$ cat src/rtl/id_claim_if.sv
// Handshake bundle between the ID claim controller, the random ID generator
// and the packet controller's outbound claim path.
interface id_claim_if #(
    parameter int ID_WIDTH  = 8,
    parameter int MAX_RETRY = 4
);
    localparam int RW = $clog2(MAX_RETRY + 1);

    logic                start;
    logic                rand_req;
    logic                rand_valid;
    logic [ID_WIDTH-1:0] rand_id;
    logic                claim_valid;
    logic [ID_WIDTH-1:0] claim_id;
    logic                claim_ready;
    logic                conflict;
    logic [ID_WIDTH-1:0] conflict_id;
    logic [ID_WIDTH-1:0] node_id;
    logic                id_valid;
    logic                busy;
    logic                fail;
    logic [RW-1:0]       retry_count;

    modport master (
        input  start, rand_valid, rand_id, claim_ready, conflict, conflict_id,
        output rand_req, claim_valid, claim_id, node_id, id_valid, busy, fail,
               retry_count
    );

    modport slave (
        output start, rand_valid, rand_id, claim_ready, conflict, conflict_id,
        input  rand_req, claim_valid, claim_id, node_id, id_valid, busy, fail,
               retry_count
    );
endinterface

$ cat src/rtl/id_claim_controller.sv
// Claims a unique node ID: fetch a random candidate, broadcast it, listen for
// a matching foreign claim, then commit or retry within a bounded budget.
module id_claim_controller #(
    parameter int ID_WIDTH       = 8,
    parameter int TIMEOUT_CYCLES = 16,
    parameter int MAX_RETRY      = 4
) (
    input  logic       clk,
    input  logic       rst_n,
    id_claim_if.master bus
);
    localparam int RW = $clog2(MAX_RETRY + 1);
    localparam int TW = $clog2(TIMEOUT_CYCLES + 1);
    localparam logic [TW-1:0] TIMER_LAST = TW'(TIMEOUT_CYCLES - 1);
    localparam logic [RW-1:0] RETRY_LAST = RW'(MAX_RETRY - 1);

    typedef enum logic [2:0] {
        S_IDLE,
        S_REQ_RAND,
        S_SEND_CLAIM,
        S_LISTEN,
        S_DONE,
        S_FAIL
    } state_t;

    state_t              state;
    logic [TW-1:0]       timer;
    logic                rand_req;
    logic                claim_valid;
    logic [ID_WIDTH-1:0] claim_id;
    logic [ID_WIDTH-1:0] node_id;
    logic                id_valid;
    logic                busy;
    logic                fail;
    logic [RW-1:0]       retry_count;

    logic reserved;
    logic hit_candidate;
    logic hit_node;

    // 0 means unassigned and all-ones is the broadcast address; never claim them.
    assign reserved      = (bus.rand_id == '0) || (bus.rand_id == '1);
    assign hit_candidate = bus.conflict && (bus.conflict_id == claim_id);
    assign hit_node      = bus.conflict && (bus.conflict_id == node_id);

    // NOTE: state and outputs are flops, so every assignment here is
    // non-blocking; a blocking '=' would make later reads in the same block see
    // the new value and break the register semantics.
    always_ff @(posedge clk or negedge rst_n) begin
        if (!rst_n) begin
            state       <= S_IDLE;
            timer       <= '0;
            rand_req    <= 1'b0;
            claim_valid <= 1'b0;
            claim_id    <= '0;
            node_id     <= '0;
            id_valid    <= 1'b0;
            busy        <= 1'b0;
            fail        <= 1'b0;
            retry_count <= '0;
        end else begin
            case (state)
                S_IDLE: begin
                    if (bus.start) begin
                        state       <= S_REQ_RAND;
                        rand_req    <= 1'b1;
                        busy        <= 1'b1;
                        retry_count <= '0;
                    end
                end

                // rand_req is high throughout this state, so rand_valid alone
                // completes the handshake; reserved values simply keep asking.
                S_REQ_RAND: begin
                    if (bus.rand_valid && !reserved) begin
                        state       <= S_SEND_CLAIM;
                        claim_id    <= bus.rand_id;
                        rand_req    <= 1'b0;
                        claim_valid <= 1'b1;
                    end
                end

                S_SEND_CLAIM: begin
                    if (bus.claim_ready) begin
                        state       <= S_LISTEN;
                        claim_valid <= 1'b0;
                        timer       <= '0;
                    end
                end

                // A collision wins over timer expiry in the same cycle.
                S_LISTEN: begin
                    if (hit_candidate) begin
                        retry_count <= retry_count + RW'(1);
                        if (retry_count == RETRY_LAST) begin
                            state <= S_FAIL;
                            fail  <= 1'b1;
                            busy  <= 1'b0;
                        end else begin
                            state    <= S_REQ_RAND;
                            rand_req <= 1'b1;
                        end
                    end else if (timer == TIMER_LAST) begin
                        state    <= S_DONE;
                        node_id  <= claim_id;
                        id_valid <= 1'b1;
                        busy     <= 1'b0;
                    end else begin
                        timer <= timer + TW'(1);
                    end
                end

                S_DONE: begin
                    if (hit_node || bus.start) begin
                        state       <= S_REQ_RAND;
                        id_valid    <= 1'b0;
                        node_id     <= '0;
                        retry_count <= '0;
                        rand_req    <= 1'b1;
                        busy        <= 1'b1;
                    end
                end

                S_FAIL: begin
                    if (bus.start) begin
                        state       <= S_REQ_RAND;
                        fail        <= 1'b0;
                        retry_count <= '0;
                        rand_req    <= 1'b1;
                        busy        <= 1'b1;
                    end
                end

                default: state <= S_IDLE;
            endcase
        end
    end

    assign bus.rand_req    = rand_req;
    assign bus.claim_valid = claim_valid;
    assign bus.claim_id    = claim_id;
    assign bus.node_id     = node_id;
    assign bus.id_valid    = id_valid;
    assign bus.busy        = busy;
    assign bus.fail        = fail;
    assign bus.retry_count = retry_count;
endmodule

$ cat src/flat_wrapper.sv
// flat-port wrapper written by rule: the top's interface ports become plain ports
module id_claim_controller_flat 
#(
    parameter int ID_WIDTH       = 8,
    parameter int TIMEOUT_CYCLES = 16,
    parameter int MAX_RETRY      = 4
)
  (clk, rst_n, bus_start, bus_rand_valid, bus_rand_id, bus_claim_ready, bus_conflict, bus_conflict_id, bus_rand_req, bus_claim_valid, bus_claim_id, bus_node_id, bus_id_valid, bus_busy, bus_fail, bus_retry_count);
  id_claim_if #(.ID_WIDTH(ID_WIDTH), .MAX_RETRY(MAX_RETRY)) bus_i ();
  input  logic clk;
  input  logic rst_n;
  input wire logic [$bits(bus_i.start)-1:0] bus_start;
  input wire logic [$bits(bus_i.rand_valid)-1:0] bus_rand_valid;
  input wire logic [$bits(bus_i.rand_id)-1:0] bus_rand_id;
  input wire logic [$bits(bus_i.claim_ready)-1:0] bus_claim_ready;
  input wire logic [$bits(bus_i.conflict)-1:0] bus_conflict;
  input wire logic [$bits(bus_i.conflict_id)-1:0] bus_conflict_id;
  output wire logic [$bits(bus_i.rand_req)-1:0] bus_rand_req;
  output wire logic [$bits(bus_i.claim_valid)-1:0] bus_claim_valid;
  output wire logic [$bits(bus_i.claim_id)-1:0] bus_claim_id;
  output wire logic [$bits(bus_i.node_id)-1:0] bus_node_id;
  output wire logic [$bits(bus_i.id_valid)-1:0] bus_id_valid;
  output wire logic [$bits(bus_i.busy)-1:0] bus_busy;
  output wire logic [$bits(bus_i.fail)-1:0] bus_fail;
  output wire logic [$bits(bus_i.retry_count)-1:0] bus_retry_count;
  assign bus_i.start = bus_start;
  assign bus_i.rand_valid = bus_rand_valid;
  assign bus_i.rand_id = bus_rand_id;
  assign bus_i.claim_ready = bus_claim_ready;
  assign bus_i.conflict = bus_conflict;
  assign bus_i.conflict_id = bus_conflict_id;
  assign bus_rand_req = bus_i.rand_req;
  assign bus_claim_valid = bus_i.claim_valid;
  assign bus_claim_id = bus_i.claim_id;
  assign bus_node_id = bus_i.node_id;
  assign bus_id_valid = bus_i.id_valid;
  assign bus_busy = bus_i.busy;
  assign bus_fail = bus_i.fail;
  assign bus_retry_count = bus_i.retry_count;
  id_claim_controller #(.ID_WIDTH(ID_WIDTH), .TIMEOUT_CYCLES(TIMEOUT_CYCLES), .MAX_RETRY(MAX_RETRY)) u_core (.clk(clk), .rst_n(rst_n), .bus(bus_i));
endmodule
$ cat config.mk
export PLATFORM = sky130hd
export DESIGN_NAME = id_claim_controller_flat
export DESIGN_NICKNAME = d
export VERILOG_FILES = /design/src/rtl/id_claim_if.sv /design/src/rtl/id_claim_controller.sv /design/src/flat_wrapper.sv
export SDC_FILE = /design/constraint.sdc
export NUM_CORES = 1
export LEC_CHECK = 0
export CORE_AREA = 5 5 53 90
export CTS_CLUSTER_SIZE = 25
export DETAILED_ROUTE_END_ITERATION = 12
export DIE_AREA = 0 0 58 95
export GPL_TIMING_DRIVEN = 0
export PLACE_DENSITY = 0.82
export SYNTH_ARGS = -nofsm -noshare
export SYNTH_HDL_FRONTEND = slang
export SYNTH_SLANG_ARGS = --single-unit
$ cat constraint.sdc
create_clock -name clk -period 3.3 [get_ports clk]
set_input_delay 0.99 -clock clk [delete_from_list [all_inputs] [get_ports clk]]
set_output_delay 0.99 -clock clk [all_outputs]
set_load 0.02 [all_outputs]
==> out/qor.csv <==
stage,metric,value,unit
power_and_ir_drop,pwr-share-seq,0.333,
power_and_ir_drop,clkPwrFrac,0.167,
cts,post_cts_buffers,0,
cts,insertion_delay,0.29,ns
cts,cts_tree,yes,
power_and_ir_drop,p_int,1.31,mW
timing,finalWorstSetupSlack,0.615,ns
layout,fin_nets,284,
floorplanning,initial_core_util,0.506,
timing,fin_skew,0.00656,ns
floorplanning,io_pins,46,
layout,area_growth,29.6,%
yosys,synth_cell_types,49,
yosys,ys_ff_latch,32,
floorplanning,die_w,58,um
yosys,synth_top_area_cell,dfrtp_1,
setup_path,critPathKind,primary input to flop,
cts,cts_resized,0,
hold_path,hp-class,flop to flop,
yosys,ys_top_cells_by_area,"dfrtp_1 (39%), mux2_2 (4.4%), o2bb2a_1 (3.9%)",
timing,rsz0062_at_grt,false,
placement,pre_cts_ws,0.317,ns
cts,root_buffer,clkbuf_8,
yosys,yosys-top-cells-count,"dfrtp_1 (32), nand2_1 (20), inv_1 (16), o21ai_0 (15), nor2_1 (12)",
detailed_routing,routed_wl,5.31,mm
detailed_routing,vias,1775,
floorplanning,core_region_area,0.00403,sq mm
hold_path,hold_path_depth,1,
power_and_ir_drop,p_comb_frac,0.499,
cts,htree_num_levels,2,
cts,clockBufferDepth,2,
yosys,avgSynthCellArea,9.86,sq um
placement,dp.final_hpwl,4.08,mm
power_and_ir_drop,p_leak,1.11,nW
yosys,synth_top_area_frac,0.392,
global_route,grt_pass1_vias,1883,
timing,slew_headroom,0.434,
cts,cts-buffers-inserted,5,
setup_path,worst-r2r-cell-count,6,
floorplanning,core.rowCount,31,
timing,setup_violations,0,
detailed_routing,drt-met1-wl,1.89,mm
detailed_routing,dr_wl_met3,216,um
detailed_routing,drt-pass1-iter-count,6,
global_route,grt_pass1_wl,8.80,mm
power_and_ir_drop,switchingPower,930,uW
yosys,synth_area,0.00204,sq mm
timing,maxSlewViolCount,0,
detailed_routing,antenna_left,0,
setup_path,required,3.43,ns
power_and_ir_drop,sw_frac_of_total,0.415,
setup_path,crit_path_max_fanout,8,
power_and_ir_drop,irDropWorstVdd,534,uV
global_route,grt_max_degree,33,
floorplanning,die_h,95,um
global_route,grt_antenna_before_repair,0,
timing,fin_tns_setup,0,ns
cts,cts.sinks,32,
yosys,ys.warnings.count,0,
yosys,netlist_instances,207,
timing,fmax,372,MHz
run_status,status,completed,
setup_path,critPathLaunchType,primary input,
yosys,syn_nets,233,
detailed_routing,dr_wl_met2,2.99,mm
yosys,synth-main-ff-cell,dfrtp_1,
global_route,grt-ovfl-total,0,
placement,port_buffers,44,
detailed_routing,drt_iter0_drc,24,
cts,clkTransAtPathRegs,0.07,ns
power_and_ir_drop,power_density,846,mW/mm^2
setup_path,arrival,2.81,ns
cts,cts_hold_buf,0,
job,max_cap_violations,0,
yosys,ys_async_sr_fraction,1.00,
placement,routabilityCongestion,0.934,
setup_path,endpoint_kind,flop,
detailed_routing,highest_layer,met4,
layout,layout-drive-gt1-share,0.147,
layout,diodes,0,
floorplanning,dieArea,0.00551,sq mm
detailed_routing,wire_per_inst,17.2,um
detailed_routing,route.detailed.drc,0,
timing,final_hold_viol_count,0,
timing,period_share,0.814,
yosys,yosysSeqAreaShare,0.392,
yosys,synth_most_common_cell,dfrtp_1,
detailed_routing,via_per_inst,5.76,
yosys,synth_edf_count,0,
timing,layout_min_cycle_time,2.69,ns
global_route,grt_usage,0.210,
timing,tightestPinTransition,0.840,ns
==> cells by family (layout without fill, tap and decap cells) <==
group | after synthesis | count (layout) | synth area share
flops | 32 | 32 | 0.392
compound gates | 46 | 46 | 0.176
mux | 18 | 18 | 0.101
buf+inv | 24 | 76 | 0.0478
xor+xnor | 16 | 16 | 0.0687
simple gates | 67 | 67 | 0.189
fa+ha+maj | 4 | 4 | 0.0245
==> per-layer routing <==
layer / track usage / up-vias
met5: 0 / -
met4: 0.118 / 0
met3: 0.0424 / 16
met2: 0.392 / 57
met1: 0.207 / 862
li1: - / 840
==> worst max-delay path: stages <==
cell             delay (ns)
clkdlybuf4s50_1        0.47
xnor2_1                0.16
nand2_1                0.19
o31ai_2                0.14
o21ai_0                0.68
o21ai_0                0.18
==> power groups by stage <==
stage	clock network, mW	registers (mW)	logic [mW]
final	0.374	0.746	1.12
after detailed placement	0	0.749	1.12
after CTS	0.378	0.747	1.13
after floorplan	0	0.856	0.548
after global placement	0	0.749	1.08
after global routing	0.395	0.773	1.22
==> final timing paths <==
kind	start	to	slack, ns
max in group asynchronous	rst_n	u_core.bus.node_id[1]	2.07
min reg2reg	u_core.bus.claim_valid	u_core.bus.claim_valid	0.48
min	u_core.bus.claim_valid	u_core.bus.claim_valid	0.48
min in group asynchronous	rst_n	u_core.bus.claim_id[4]	0.76
max	bus_conflict_id[3]	u_core.bus.node_id[0]	0.61
max reg2reg	u_core.timer[0]	u_core.bus.node_id[0]	1.15
==> metrics by stage <==
step | total power, mW | instances | util | hold WS [ns] | cell area [sq um]
finish | 2.24 | 308 | 0.656 | 0.481 | 2650
global route | 2.38 | 308 | 0.656 | 0.513 | 2650
CTS | 2.25 | 308 | 0.656 | 0.486 | 2650
detailed placement | 1.87 | 300 | 0.629 | 0.471 | 2540
global placement | 1.83 | 300 | 0.630 | 0.461 | 2540
floorplan | 1.40 | 207 | - | 0.459 | 2040
==> cell usage in the layout (no fill, tap or decap), types with 2 or more instances in the layout <==
cell type / Yosys / routed
clkdlybuf4s50_1: 0 / 43
dfrtp_1: 32 / 32
nand2_1: 20 / 20
inv_1: 16 / 16
o21ai_0: 15 / 15
nor2_1: 12 / 12
xnor2_1: 9 / 9
o2bb2a_1: 8 / 8
mux2_2: 8 / 8
xor2_1: 7 / 7
buf_2: 5 / 6
mux2i_1: 6 / 6
nand3_1: 5 / 5
clkbuf_8: 0 / 5
nor3_1: 4 / 4
a31oi_1: 4 / 4
ha_1: 4 / 4
clkbuf_1: 2 / 3
nor2b_1: 3 / 3
a21oi_1: 3 / 3
mux2_4: 3 / 3
nand4_1: 3 / 3
nor4_1: 3 / 3
and3_1: 2 / 2
nand3b_1: 2 / 2
and2_1: 2 / 2
nor3_2: 2 / 2
a21boi_0: 2 / 2
o311ai_0: 2 / 2
a21o_1: 2 / 2
==> sequential cells by signal, summed over array words and instances, names as in the netlist, 3 cells and up <==
name,count
u_core.bus.retry_count,3
u_core.bus.claim_id,8
u_core.state,3
u_core.timer,5
u_core.bus.node_id,8
==> layout make-up <==
type | instances | area, sq um
buffer | 8 | 37.5
clock buffer | 6 | 72.6
clock inverter | 2 | 35.0
fill | 332 | 1390
inverter | 16 | 60.1
multi-input combinational | 151 | 1140
sequential | 32 | 801
tap | 49 | 61.3
timing repair buffer | 44 | 435
Note: power is estimated with default switching activity, not from simulation.
